--- src/rtl/pipe_pkg.sv ---
// Shared types and constants for the ID-stage hazard controller and its tracker.
package pipe_pkg;

  // Widest register number the tracker can hold. Narrower register fields are zero-extended.
  localparam int RN_MAX_W = 8;

  typedef logic [RN_MAX_W-1:0] rn_t;

  localparam logic [1:0] FWD_RF   = 2'b00;
  localparam logic [1:0] FWD_EALU = 2'b01;
  localparam logic [1:0] FWD_MALU = 2'b10;
  localparam logic [1:0] FWD_MMEM = 2'b11;

  typedef struct packed {
    rn_t  rn;
    logic wreg;
    logic m2reg;
  } track_ent_t;

  // A source hazards against an in-flight entry only if it is read and nonzero,
  // and the entry actually writes that register.
  function automatic logic src_match(input rn_t src, input logic used, input track_ent_t ent);
    return used && (src != '0) && ent.wreg && (ent.rn == src);
  endfunction

endpackage

--- src/rtl/pipe_dest_track.sv ---
// Three-entry destination tracker (EX, MEM, WB) with bubble insertion into EX.
module pipe_dest_track
  import pipe_pkg::*;
(
  input  logic       clock,
  input  logic       resetn,
  input  logic       bubble,
  input  track_ent_t id_ent,
  output track_ent_t ex_ent,
  output track_ent_t mem_ent,
  output track_ent_t wb_ent
);

  track_ent_t ex_q, mem_q, wb_q;
  track_ent_t ex_d, mem_d, wb_d;

  always_comb begin
    ex_d  = bubble ? '0 : id_ent;
    mem_d = ex_q;
    wb_d  = mem_q;
  end

  // NOTE: non-blocking assignments let all three stages shift off the same pre-edge values;
  // every entry is reset so no stale load can raise a hazard after reset.
  always_ff @(posedge clock or negedge resetn) begin
    if (!resetn) begin
      ex_q  <= '0;
      mem_q <= '0;
      wb_q  <= '0;
    end else begin
      ex_q  <= ex_d;
      mem_q <= mem_d;
      wb_q  <= wb_d;
    end
  end

  assign ex_ent  = ex_q;
  assign mem_ent = mem_q;
  assign wb_ent  = wb_q;

endmodule

--- src/rtl/pipe_hazard_ctrl.sv ---
// ID-stage hazard controller: load-use stall, operand forwarding selects, stall counter.
// Forwarding is compiled in only when PIPE_HAZARD_FWD_EN is defined; otherwise it stalls on any EX/MEM match.
module pipe_hazard_ctrl
  import pipe_pkg::*;
#(
  parameter int NREG_BITS = 5,
  parameter int CNT_W     = 32
) (
  input  logic                 clock,
  input  logic                 resetn,
  input  logic [NREG_BITS-1:0] rs,
  input  logic [NREG_BITS-1:0] rt,
  input  logic                 use_rs,
  input  logic                 use_rt,
  input  logic [NREG_BITS-1:0] drn,
  input  logic                 dwreg,
  input  logic                 dm2reg,
  output logic                 wpcir,
  output logic [1:0]           fwda,
  output logic [1:0]           fwdb,
  output logic [CNT_W-1:0]     stall_cnt
);

  track_ent_t id_ent, ex_ent, mem_ent, wb_ent;
  rn_t        rs_w, rt_w;
  logic       ex_hit_a, ex_hit_b, mem_hit_a, mem_hit_b;
  logic       unused_wb;

  assign rs_w   = RN_MAX_W'(rs);
  assign rt_w   = RN_MAX_W'(rt);
  assign id_ent = '{rn: RN_MAX_W'(drn), wreg: dwreg, m2reg: dm2reg};

  pipe_dest_track u_track (
    .clock   (clock),
    .resetn  (resetn),
    .bubble  (wpcir),
    .id_ent  (id_ent),
    .ex_ent  (ex_ent),
    .mem_ent (mem_ent),
    .wb_ent  (wb_ent)
  );

  // The register file writes before it is read, so a WB producer never needs a bypass.
  assign unused_wb = ^wb_ent;

  assign ex_hit_a  = src_match(rs_w, use_rs, ex_ent);
  assign ex_hit_b  = src_match(rt_w, use_rt, ex_ent);
  assign mem_hit_a = src_match(rs_w, use_rs, mem_ent);
  assign mem_hit_b = src_match(rt_w, use_rt, mem_ent);

`ifdef PIPE_HAZARD_FWD_EN
  function automatic logic [1:0] fwd_sel(input logic ex_hit, input logic mem_hit);
    if (ex_hit && !ex_ent.m2reg) return FWD_EALU;
    if (mem_hit)                 return mem_ent.m2reg ? FWD_MMEM : FWD_MALU;
    return FWD_RF;
  endfunction

  // NOTE: every always_comb output gets a default first so no path can infer a latch.
  always_comb begin
    wpcir = 1'b0;
    fwda  = fwd_sel(ex_hit_a, mem_hit_a);
    fwdb  = fwd_sel(ex_hit_b, mem_hit_b);
    if (ex_ent.m2reg && (ex_hit_a || ex_hit_b)) wpcir = 1'b1;
  end
`else
  always_comb begin
    wpcir = 1'b0;
    fwda  = FWD_RF;
    fwdb  = FWD_RF;
    if (ex_hit_a || ex_hit_b || mem_hit_a || mem_hit_b) wpcir = 1'b1;
  end
`endif

  logic [CNT_W-1:0] cnt_q, cnt_d;

  always_comb begin
    cnt_d = cnt_q;
    if (wpcir && (cnt_q != '1)) cnt_d = cnt_q + CNT_W'(1);
  end

  always_ff @(posedge clock or negedge resetn) begin
    if (!resetn) cnt_q <= '0;
    else         cnt_q <= cnt_d;
  end

  assign stall_cnt = cnt_q;

endmodule

--- config.mk ---
export PLATFORM = sky130hd
export DESIGN_NAME = pipe_hazard_ctrl
export DESIGN_NICKNAME = d
export VERILOG_FILES = /design/src/rtl/pipe_pkg.sv /design/src/rtl/pipe_dest_track.sv /design/src/rtl/pipe_hazard_ctrl.sv
export SDC_FILE = /design/constraint.sdc
export NUM_CORES = 1
export LEC_CHECK = 0
export ABC_AREA = 1
export CAP_MARGIN = 40
export CORE_MARGIN = 5
export CORE_UTILIZATION = 50
export CTS_BUF_LIST = sky130_fd_sc_hd__clkbuf_4
export CTS_CLUSTER_DIAMETER = 150
export DETAILED_ROUTE_END_ITERATION = 10
export DONT_BUFFER_PORTS = 1
export PLACE_DENSITY_LB_ADDON = 0.12
export SYNTH_ARGS = -nofsm -noshare
export SYNTH_HDL_FRONTEND = slang
export SYNTH_HIERARCHICAL = 1
export SYNTH_SLANG_ARGS = --single-unit
--- constraint.sdc ---
create_clock -name clock -period 3.3 [get_ports clock]
set_input_delay 0.33 -clock clock [delete_from_list [all_inputs] [get_ports clock]]
set_output_delay 0.33 -clock clock [all_outputs]
set_load 0.05 [all_outputs]
Word-level counts from Yosys, hierarchy flattened

Cells that the tools add are included.
Widths: inputs -> output; s select.

Reduce and logical (&&, ||, !) cells: 16
Add/subtract/negate cells: 1
Multiplexer cells: 2
Equal/unequal tests: 5

Operator list:

| kind                  | number |
|---|---|
| $add 32x1->32 const B | 1 |
| $eq 8x5->1            | 4 |
| $ne 32x32->1 const B  | 1 |
| $reduce_bool 8->1     | 2 |
| $logic_and 1x1->1     | 11 |
| $mux 7                | 1 |
| $logic_or 1x1->1      | 3 |
| $mux 1                | 1 |

Output and inout port bits: 37
Flip-flop bits (word level): 50

Depth between registers and ports, before layout

Gate-level depths: netlist of run 1.

Depth in word-level cells: 9
Mapped depth: 12

By module

Netlist of run 1, hierarchy kept.

By module, submodules not included:

| module           | cells an instance | seq. area each (µm²) | instances | area each (µm²) |
|---|---|---|---|---|
| pipe_hazard_ctrl | 419               | 800.8                | 1         | 2582.5 |
| pipe_dest_track  | 51                | 750.7                | 1         | 837.1 |

Least setup slack after synthesis of run 1

No wires, ideal clock.

Path kind: flip-flop to flip-flop
From: reg cnt_q[1] (netlist: stall_cnt[1])
To: reg cnt_q[18] (netlist: stall_cnt[18])
Period minus slack after synthesis: 2.085 ns
Data arrival time: 1.965 ns
Stages on the path, launching flop included: 12
Path slack: 1.215 ns
Cells stage by stage: dfrtp_1 ha_1 nand3_2 nor2_4 nand2_2 nor2_4 nand3_4 buf_6 nand2_2 inv_2 nand3_1 nand2_1

Longest elaborated chain between the ends: 2
Elaborated cells between the ends (all ways): 3

RTL lines:

| item                                                  | RTL line               | source |
|---|---|---|
| from (decl)                                           | pipe_hazard_ctrl.sv:74 | `logic [CNT_W-1:0] cnt_q, cnt_d;` |
| from (signal assigned)                                | pipe_hazard_ctrl.sv:83 | `else cnt_q <= cnt_d;` |
| branches (longest 2 deep; another with $add 32x1->32) | -                      |  |

Several ways; the timed one is not identified.
A chain may end at the register's enable or synchronous reset.

Worst setup path in the final report of run 1

From: reg u_track.ex_q, in the netlist u_track/ex_ent[3]
To: out wpcir

Longest elaborated chain between the ends: 6
Elaborated cells between the ends (all ways): 8

RTL lines:

| item                             | RTL line               | source |
|---|---|---|
| from (decl)                      | pipe_dest_track.sv:14  | `track_ent_t ex_q, mem_q, wb_q;` |
| from (signal assigned)           | pipe_dest_track.sv:27  | `ex_q <= '0;` |
| from (signal assigned)           | pipe_dest_track.sv:31  | `ex_q <= ex_d;` |
| $eq 8x5->1                       | pipe_pkg.sv:23         | `return used && (src != '0) && ent.wreg && (ent.rn == src);` |
| $logic_and 1x1->1                | pipe_pkg.sv:23         |  |
| $logic_or 1x1->1 * (3 in series) | pipe_hazard_ctrl.sv:70 | `if (ex_hit_a \|\| ex_hit_b \|\| mem_hit_a \|\| mem_hit_b) wpcir = 1'b1;` |
| $mux 1 *                         | pipe_hazard_ctrl.sv:70 |  |
| to (decl)                        | pipe_hazard_ctrl.sv:18 | `output logic wpcir,` |

Every way passes the cells marked *; elsewhere a longest branch is shown, timed or not.

==> results of run 1 <==
## stage by stage
| stage | area, µm² | hold WS, ps |
|---|---|---|
| detailed placement | 3300 | 36.3 |
| finish | 3420 | 35.2 |
| global placement | 3300 | 35.8 |
| CTS | 3400 | 13.2 |
| floorplan | 3130 | 34.4 |
| global route | 3420 | 8.05 |
## registers in the layout, summed over array words and instances, names as in the netlist
name             cells
stall_cnt           32
u_track/ex_ent       9
u_track/mem_ent      9
## power by group through the flow
| stage | clock network, mW | registers [mW] | logic [mW] |
|---|---|---|---|
| after global routing | 0.348 | 0.643 | 0.130 |
| after floorplan | 0 | 0.669 | 0.0621 |
| after detailed placement | 0 | 0.652 | 0.0967 |
| final | 0.298 | 0.640 | 0.115 |
| after CTS | 0.316 | 0.640 | 0.115 |
| after global placement | 0 | 0.651 | 0.0950 |
## per-layer routing
metal | part of all wire | vias to the layer above
met4 | 0.0060 | 0
met5 | 0 | -
met3 | 0.072 | 4
met2 | 0.45 | 55
li1 | - | 1436
met1 | 0.47 | 1255
## cells in the final DEF, fill, tap and decap left out
master	n
o21ai_0	1
clkbuf_4	5
nand3_2	2
xnor2_1	8
nor4_1	1
nand3_4	1
nand2_2	4
clkinvlp_4	1
nor2_1	51
nand3_1	51
inv_2	2
nand2_1	162
conb_1	7
nand2_4	1
buf_16	1
clkinv_4	1
nor3_2	1
inv_6	1
dfrtp_1	50
nor2_4	2
dlygate4sd3_1	3
ha_1	1
nor2_2	2
inv_1	67
xor2_1	12
buf_4	22
or2_2	1
nand4_1	10
nand3b_1	2
nor3_1	9
## path summary, 6_finish.rpt
check                                  start                  to  slack (ps)  cells past startpoint
max                        u_track/ex_ent[3]               wpcir         850                      9
min                                   drn[0]   u_track/ex_ent[2]          40                      2
max reg2reg                     stall_cnt[5]       stall_cnt[27]         950                     10
min reg2reg                u_track/ex_ent[7]  u_track/mem_ent[7]         390                      0
max in group asynchronous             resetn       stall_cnt[15]        2610                      2
min in group asynchronous             resetn  u_track/mem_ent[5]         450                      2
## cell type report
class / instances / area, µm² / area share
Clock buffer: 5 / 37.5 / 0.0110
Clock inverter: 3 / 25.0 / 0.00732
Inverter: 69 / 259 / 0.0758
Multi-Input combinational cell: 329 / 1530 / 0.447
Sequential cell: 50 / 1250 / 0.366
Tap cell: 75 / 93.8 / 0.0275
Timing Repair Buffer: 26 / 223 / 0.0652
## critical path: stages (launching register included)
cell and delay (ps):
dfrtp_1 450, inv_1 90, nand2_1 50, nand2_1 50
nor2_1 50, nand3_1 70, nor2_1 40, nor2_1 110
nand3_2 410, buf_4 420
==> results.toml, run 1 <==
[run_status]
status = "finished clean"

[sta]
slew_violations = 0
hold_viol = 0
rsz0062_at_grt = "no"
setup-tns-final_ps = 0
final.setup_skew_ps = 4.78
fmax_ghz = 0.407
setup_violations = 0
period_minus_slack_ps = 2450
slew-limit-headroom = 0.524
worst_pin_slew_ps = 708
fin_ws_ps = 846
fin_crit_sh = 0.744

[place]
place_congestion = 0.841
place_ws_ps = 975
port-buffer-count = 0
place_inst = 545
hpwlAfterDp_um = 5220

[grt]
grt_pass1_vias = 2623
grt_start_max_net_pins = 51
use_met2 = 0.296
use_met3 = 0.0442
grt_use_met1 = 0.280
grt-busiest-layer = "met2"
grt_pass1_wl_um = 12100
grtUsageTotal = 0.194
overflow = 0
grt_antenna_before_repair = 0

[die]
rows = 28
die_w_um = 88.9
initial_core_util = 0.519
num_io_pins = 58
die_area_um2 = 7900
die_h_um = 88.9
core_um2 = 5990

[route]
antenna_left = 0
drc = 0
avgRoutedWirePerCell_um = 12.5
drt-total-wl_um = 6980
routed-via-count = 2750
drt_iter0_drc = 136
viasPerCell = 4.94
drt_first_pass_iters = 5

[clock_network]
ctsLongestPathBuffers = 2
cts_made_buffers = 5
clock_latency_ps = 370
post-cts-setup-buffer-count = 0
cts_sinks = 50
clk_pin_slew_ps = 150
cts_tree = "built"
cts_root_buf = "clkbuf_4"
h-tree-depth = 2
cts_resized = 0
ctsHoldBuffers = 2

[power]
ir_drop_v = 0.000170
p_sw_uw = 301
power_mw = 1.05
combPwrFrac = 0.109
power_frac_seq = 0.608
p_int_uw = 752
powerDensity_nw_per_um2 = 308
power_leakage_nw = 1.85
swShare = 0.286
clkPwrFrac = 0.283

[critical_path]
crit_required_ps = 2970
critical_path_class = "flip-flop to output pin"
cp-start-kind = "flip-flop"
critical_path_arrival_ps = 2120
endpoint_kind = "output pin"
path_max_fanout = 23

[synthesis]
synth_cells = 456
syn-cell-area_um2 = 3110
synth_area_per_cell_um2 = 6.82
yosysWarnings = 6

[cells_and_area]
antenna_cells = 0
fin_util = 0.570
fillCellCount = 592
stdcell_count = 557
drive_above_1_share = 0.0975
syn_to_final_growth_pct = 9.81
nNetsFinal = 503

[hold_path]
min-delay-path-class = "input port to flip-flop"

[flow_run]
drv_cap = 0
No activity file was read; power rests on OpenSTA's default activity.
==> run 2, diff against run 1 <==
==> constraint.sdc (replaced) <==
create_clock -name clock -period 2.45 [get_ports clock]
set_input_delay 0.245 -clock clock [delete_from_list [all_inputs] [get_ports clock]]
set_output_delay 0.245 -clock clock [all_outputs]
set_load 0.05 [all_outputs]
==> results.toml, run 2 (synthesized netlist as in run 1, its figures left out) <==
[critical_path]
critical_path_arrival_ps = 1910
path_cells = "or2_2 -> nand4_1 -> nor2_1 -> nand2_1 -> nand3_2 -> buf_12"
path_max_fanout = 27
cp-start-kind = "flip-flop"
critical_path_class = "flip-flop to output pin"
max_stage_delay_ps = 440
slowest_stage = "dfrtp_1"
crit_required_ps = 2200
endpoint_kind = "output pin"

[die]
die_h_um = 88.9
rows = 28
die_w_um = 88.9
die_area_um2 = 7900
num_io_pins = 58
initial_core_util = 0.519
core_um2 = 5990

[clock_network]
ctsLongestPathBuffers = 2
h-tree-depth = 2
post-cts-setup-buffer-count = 0
cts_root_buf = "clkbuf_4"
ctsHoldBuffers = 8
cts_resized = 0
cts_tree = "built"
clock_latency_ps = 370
cts_made_buffers = 5
clk_pin_slew_ps = 150
cts_sinks = 50

[cells_and_area]
antenna_cells = 0
syn_to_final_growth_pct = 14.4
largest_reg_flops = 32
fillCellCount = 570
final_common_cell = "nand2_1"
stdcell_count = 574
drive_above_1_share = 0.120
nNetsFinal = 521
finalInstanceArea_um2 = 3560
final_cell_mix = "nand2_1, inv_1, nor2_1, nand3_1, dfrtp_1"

[grt]
grt_antenna_before_repair = 0
grt_pass1_wl_um = 12500
grt_start_max_net_pins = 51
grtUsageTotal = 0.202
grt_pass1_vias = 2750
overflow = 0

[route]
routed-via-count = 2845
drt-total-wl_um = 7110
drt_first_pass_iters = 4
drc = 0
antenna_left = 0
viasPerCell = 4.96
drt_iter0_drc = 156
avgRoutedWirePerCell_um = 12.4

[power]
p_int_mw = 1.00
power_frac_seq = 0.621
p_sw_uw = 388
ir_drop_v = 0.000259
powerDensity_nw_per_um2 = 391
combPwrFrac = 0.114
power_leakage_nw = 1.95
clkPwrFrac = 0.265
swShare = 0.279

[sta]
final.setup_skew_ps = 17.8
rsz0062_at_grt = "no"
period_minus_slack_ps = 2160
hold_viol = 0
setup_violations = 0
fin_ws_ps = 290
fin_crit_sh = 0.882
slew_violations = 0
setup-tns-final_ps = 0
fmax_ghz = 0.463

[place]
place_area_um2 = 3410
place_inst = 559
port-buffer-count = 0
hpwlAfterDp_um = 5330
place_congestion = 0.826
place_ws_ps = 381

[run_status]
status = "finished clean"

[hold_path]
min-delay-path-class = "input port to asynchronous set/reset pin"

[flow_run]
drv_cap = 0
run 2: changes by cell type in the layout (fill, tap and decap cells not counted):
cell           delta
buf_4            +13
dlygate4sd3_1     +4
clkinv_2          +2
buf_12            +1
clkinv_4          -1
clkinvlp_4        -1
inv_6             -1
run 2: per-layer routing:
| metal | GRT usage | wire length, µm |
|---|---|---|
| met1 | 0.272 | 3310 |
| met2 | 0.316 | 3170 |
| met3 | 0.0590 | 518 |
| met4 | 0.0604 | 102 |
| met5 | 0 | 0 |
run 2: final cells by class:
class,count,area [µm²],share of cell area
Multi-Input combinational cell,329,1530,0.429
Sequential cell,50,1250,0.351
Timing Repair Buffer,44,380,0.107
Inverter,69,259,0.0728
Tap cell,75,93.8,0.0264
Clock buffer,5,37.5,0.0105
Clock inverter,2,10.0,0.00281
run 2: critical path: cells and delay by family (launching register included):
kind / cells / cell delay, ps
buf+inv: 1 / 300
simple gates: 5 / 800
flops: 1 / 440
run 2: worst paths after layout:
| kind | to | slack (ps) | start | depth (start not counted) |
|---|---|---|---|---|
| max | wpcir | 290 | u_track/mem_ent[5] | 6 |
| min | stall_cnt[30] | 350 | resetn | 2 |
| max reg2reg | stall_cnt[14] | 360 | stall_cnt[0] | 9 |
| min reg2reg | u_track/mem_ent[8] | 390 | u_track/ex_ent[8] | 0 |
| max in group asynchronous | stall_cnt[11] | 1850 | resetn | 2 |
| min in group clock | u_track/mem_ent[8] | 390 | u_track/ex_ent[8] | 0 |
run 2: power groups by stage:
stage	Clock, mW	Combinational [mW]	Sequential, mW
final	0.368	0.159	0.865
after global routing	0.420	0.177	0.869
after CTS	0.384	0.161	0.865
after detailed placement	0	0.129	0.880
after global placement	0	0.126	0.879
after floorplan	0	0.0837	0.901
run 2: stage by stage:
step	hold WS, ps	util	total power, mW
6_report	354	0.594	1.39
5_1_grt	363	0.594	1.47
4_1_cts	353	0.594	1.41
3_5_place_dp	-49.3	0.570	1.01
3_3_place_gp	-49.2	0.570	1.01
2_1_floorplan	-50.6	-	0.984
==> run 3, diff against run 2 <==
--- a/config.mk
+++ b/config.mk
@@ -18,3 +18,4 @@
 export SYNTH_HDL_FRONTEND = slang
 export SYNTH_HIERARCHICAL = 1
 export SYNTH_SLANG_ARGS = --single-unit
+export TNS_END_PERCENT = 20
==> results of run 3 <==
Final layout, timing and power as in run 2 (identical DEF).
==> edit 1: new RTL, flow settings as in run 2 <==
The option `PIPE_HAZARD_FWD_EN` is turned on by a define.
--- a/src/rtl/pipe_hazard_ctrl.sv
+++ b/src/rtl/pipe_hazard_ctrl.sv
@@ -1,5 +1,7 @@
 // ID-stage hazard controller: load-use stall, operand forwarding selects, stall counter.
 // Forwarding is compiled in only when PIPE_HAZARD_FWD_EN is defined; otherwise it stalls on any EX/MEM match.
+`define PIPE_HAZARD_FWD_EN
+
 module pipe_hazard_ctrl
   import pipe_pkg::*;
 #(
Check against the original RTL: not equivalent (Yosys sat finds a counterexample within 4 cycles, from zero or initial values and one cycle with resetn low).
==> edit 1 against run 2 <==
  * Area after synthesis rose by 11%
  * Die area rose by 10%
  * Cell count up 12%
  * Global-route usage grew 2.7 points
  * Largest power group unchanged
  * Count of clock-buffer cells in the layout stayed put
  * Sequential cell count is 2 higher
  * Power grew 3.4%
  * Routed wire length increased by 35%
  * Design area increased by 13%
  * Combinational power fell by 18%
  * Clock skew down 8.3 ps
  * First-iteration DRC count increased by 65%
  * Setup slack worse by 130 ps
==> edit 1: results (changes against run 2) <==
Pwr
  • Leak: 1.956 nW (+0.43%)
  • Worst ir drop on vdd: 0.2192 mV (-15%)
  • Net Switching: 0.3962 mW (+2.0%)

Finish
  • Final #Nets: 584 (+12%)
  • Largest register FFs: 32 (unchanged)
  • Antenna fix cells: 0 (unchanged)
  • FILL cells: 632 (+11%)
  • Share of cells above drive strength 1: 12.97% (+0.94 points)

Placed design
  • HPWL after detailed placement: 7.373 mm (+38%)
  • Routability cong.: 0.9481 (+15%)
  • Placed cell areas: 0.003789 mm² (+11%)
  • Port Buf Inserts: 0 (unchanged)
  • Pre-CTS WS: 444.4 ps (+63.27 ps)

Worst setup path
  • Crit-path max FO: 4 (-85%)
  • WP data arrival: 2040 ps (+130 ps)
  • Worst Reg-to-Reg Cells: 10 (+1)
  • Worst path max stage delay: 420 ps (-20 ps)
  • Crit. Startpoint: u_track/ex_ent[7]
  • CP max-delay cell: dfrtp_1

Routing
  • Vias per inst: 5.379 (+8.5%)
  • First-pass DRT Iterations: 5 (+1)
  • 1st-iter DRT viols: 258 (+65%)
  • WL final: 9.624 mm (+35%)

Clocking
  • H-tree Lvls: 2 (unchanged)
  • Clock Latency Late Sink: about 380 ps
  • CTS Buf Count: 5 (unchanged)

Global route
  • Number of global-route vias before repair: 3172 (+15%)
  • First-pass GRT wire length: 15.89 mm (+27%)
  • Global Route Usage Sum: 22.89% (+2.7 points)
  • Pin count of the biggest net entering global routing: 53 (+3.9%)

Job
  • Max-Cap Viols: 0 (unchanged)

Worst hold path
  • Hold_sp: rt[0]
  • Worst Hold Class: input port to register

Timing
  • Skew final: 9.444 ps (-8.338 ps)
  • Final Max Tran Viols: 0 (unchanged)

Outcome
  • Outcome: finished clean
==> edit 1: what timing repair did <==
item | 4_1_cts | 5_1_grt
setup endpoints to repair | 1 | 2
pin swaps | 0 | 2
hold endpoints to repair | 59 | 0
setup buffers | 0 | 3
hold buffers | 9 | 0
gates resized for setup | 1 | 7
==> edit 1: final cells by class <==
| class | count | share of cell area (%) |
|---|---|---|
| Clock inverter | 3 | 0.5621 |
| Clock buffer | 5 | 0.9369 |
| Tap cell | 80 | 2.498 |
| Timing Repair Buffer | 50 | 10.37 |
| Sequential cell | 52 | 32.51 |
| Inverter | 46 | 4.403 |
| Multi-Input combinational cell | 407 | 48.72 |
==> edit 1: power by group through the flow <==
| stage | Sequential (mW) | Combinational (mW) | Clock, mW |
|---|---|---|---|
| after global routing | 0.893 | 0.149 | 0.466 |
| after CTS | 0.890 | 0.126 | 0.428 |
| after detailed placement | 0.906 | 0.0917 | 0 |
| final | 0.891 | 0.131 | 0.417 |
| after global placement | 0.905 | 0.0908 | 0 |
| after floorplan | 0.906 | 0.0694 | 0 |
==> edit 1: stage by stage <==
step                TNS (ps)  cells  util, %
detailed placement         0    623    56.07
CTS                        0    640    58.59
finish                     0    643    59.30
global placement           0    623    56.07
global route          -10.79    643    59.30
floorplan                  0    517        -
==> edit 1: routing by layer <==
metal / track usage, % / up-vias / part of all wire [%]
met4: 5.128 / 0 / 1.6
met2: 33.23 / 123 / 42
li1: - / 1716 / -
met1: 34.06 / 1595 / 48
met3: 5.873 / 25 / 8.4
met5: 0 / - / 0
==> edit 1: worst paths after layout <==
kind	slack, ps	end
worst max-delay path	160	fwda[1]
worst min-delay path	360	stall_cnt[27]
worst max register to register	430	stall_cnt[31]
worst min register to register	400	u_track/mem_ent[8]
max in group asynchronous	1830	u_track/ex_ent[3]
min in group asynchronous	380	stall_cnt[2]
==> edit 2: new RTL, settings of run 2 <==
Made on the original files. Make the reset (`resetn`) synchronous in 2 clocked blocks.
--- a/src/rtl/pipe_dest_track.sv
+++ b/src/rtl/pipe_dest_track.sv
@@ -22,7 +22,7 @@
 
   // NOTE: non-blocking assignments let all three stages shift off the same pre-edge values;
   // every entry is reset so no stale load can raise a hazard after reset.
-  always_ff @(posedge clock or negedge resetn) begin
+  always_ff @(posedge clock) begin
     if (!resetn) begin
       ex_q  <= '0;
       mem_q <= '0;
--- a/src/rtl/pipe_hazard_ctrl.sv
+++ b/src/rtl/pipe_hazard_ctrl.sv
@@ -78,7 +78,7 @@
     if (wpcir && (cnt_q != '1)) cnt_d = cnt_q + CNT_W'(1);
   end
 
-  always_ff @(posedge clock or negedge resetn) begin
+  always_ff @(posedge clock) begin
     if (!resetn) cnt_q <= '0;
     else         cnt_q <= cnt_d;
   end
Behaviour: differs if resetn is asserted again (counterexample within 4 cycles, from zero or initial values and one cycle with resetn low); with resetn held inactive, the same outputs for 10 cycles.
==> edit 2 against run 2 <==
  * Sequential cell count did not move
  * Setup slack better by 19 ps
  * Sequential share of layout area down 5.9 points
  * Design area is 4.0% lower
  * Routed wire length fell by 1.5%
  * Area after synthesis decreased by 3.9%
  * Global-route usage shrank 0.56 points
  * Power up 6.1%
  * Die area fell by 3.5%
  * Largest cell class unchanged
  * Largest power group unchanged
==> edit 2: results (changes against run 2) <==
Worst setup path
  • Worst Reg-to-Reg Cells: 10 (+1)
  • CP max-delay cell: dfxtp_1
  • R2r endpoint: stall_cnt[21]
  • Worst reg2reg path startpoint: stall_cnt[1]
  • Worst path max stage delay: 330 ps (-110 ps)
  • Crit. Startpoint: u_track/mem_ent[7]
  • Crit-path max FO: 24 (-11%)

Routing
  • Met1 WL: 3.295 mm (-0.57%)
  • Vias per inst: 4.863 (-1.9%)
  • Wire length on met3: 414 µm (-20%)
  • WL final: 7.003 mm (-1.5%)
  • 1st-iter DRT viols: 129 (-17%)
  • Wire length on met2: 3.220 mm (+1.5%)

Clocking
  • Clock Latency Late Sink: 390 ps (+20 ps)

Global route
  • Met1 GRT Util: 24.60% (-2.6 points)
  • Global-route met3 utilization: 4.920% (-0.98 points)
  • GR Layer Usage met2: 33.29% (+1.7 points)
  • Global Route Usage Sum: 19.64% (-0.56 points)
  • Number of global-route vias before repair: 2730 (-0.73%)
  • First-pass GRT wire length: 12.04 mm (-3.6%)
  • Pin count of the biggest net entering global routing: 40 (-22%)

Pwr
  • Leak: 1.645 nW (-16%)
  • Worst ir drop on vdd: 0.2856 mV (+10%)

Finish
  • Final #Nets: 537 (+3.1%)
  • Share of cells above drive strength 1: 14.15% (+2.1 points)

Outcome
  • Outcome: finished clean

Timing
  • Skew final: 23.47 ps (+5.686 ps)
  • Minimum clock period: 2140 ps (-19.50 ps)

Placed design
  • Pre-CTS WS: 384.5 ps (+3.428 ps)
-- edit 2: metrics by stage --
stage / power, mW / hold WS [ps] / instances / utilization (%) / area [µm²]
global route: 1.550 / 93.08 / 591 / 58.40 / 3417
CTS: 1.495 / 94.37 / 591 / 58.32 / 3412
floorplan: 0.9619 / 357.2 / 483 / - / 3012
global placement: 0.9622 / 342.2 / 576 / 55.56 / 3251
finish: 1.477 / 109.5 / 591 / 58.40 / 3417
detailed placement: 0.9657 / 346.2 / 576 / 55.56 / 3251
-- edit 2: worst min-delay path by stage --
stage	start	to	slack, ps	depth (start not counted)
finish	resetn	u_track/ex_ent[6]	110	2
global route	resetn	u_track/ex_ent[1]	90	2
CTS	resetn	u_track/ex_ent[5]	90	2
detailed placement	resetn	u_track/mem_ent[5]	350	2
global placement	resetn	u_track/mem_ent[5]	340	2
floorplan	dwreg	u_track/ex_ent[1]	360	2
-- edit 2: power by group --
group / internal, mW / leakage (nW) / switching, mW
Combinational: 0.0480 / 1.19 / 0.0800
Sequential: 0.830 / 0.407 / 0.0116
Clock: 0.217 / 0.0456 / 0.290
Total: 1.10 / 1.64 / 0.382
-- edit 2: area by class of cell --
| cell class | instances | area [µm²] |
|---|---|---|
| fillers | 611 | 2434 |
| multi-input cells | 347 | 1639 |
| flip-flops and latches | 50 | 1001 |
| repair buffers | 42 | 342.8 |
| inverters | 69 | 259.0 |
| well taps | 75 | 93.84 |
| clock inverters | 3 | 43.79 |
| clock buffers | 5 | 37.54 |
-- edit 2: timing repair --
| item | in CTS | in global routing |
|---|---|---|
| hold buffers | 7 | 0 |
| hold endpoints to repair | 47 | 0 |
| gates resized for setup | 0 | 1 |
| setup buffers | 0 | 0 |
| setup endpoints to repair | 0 | 1 |
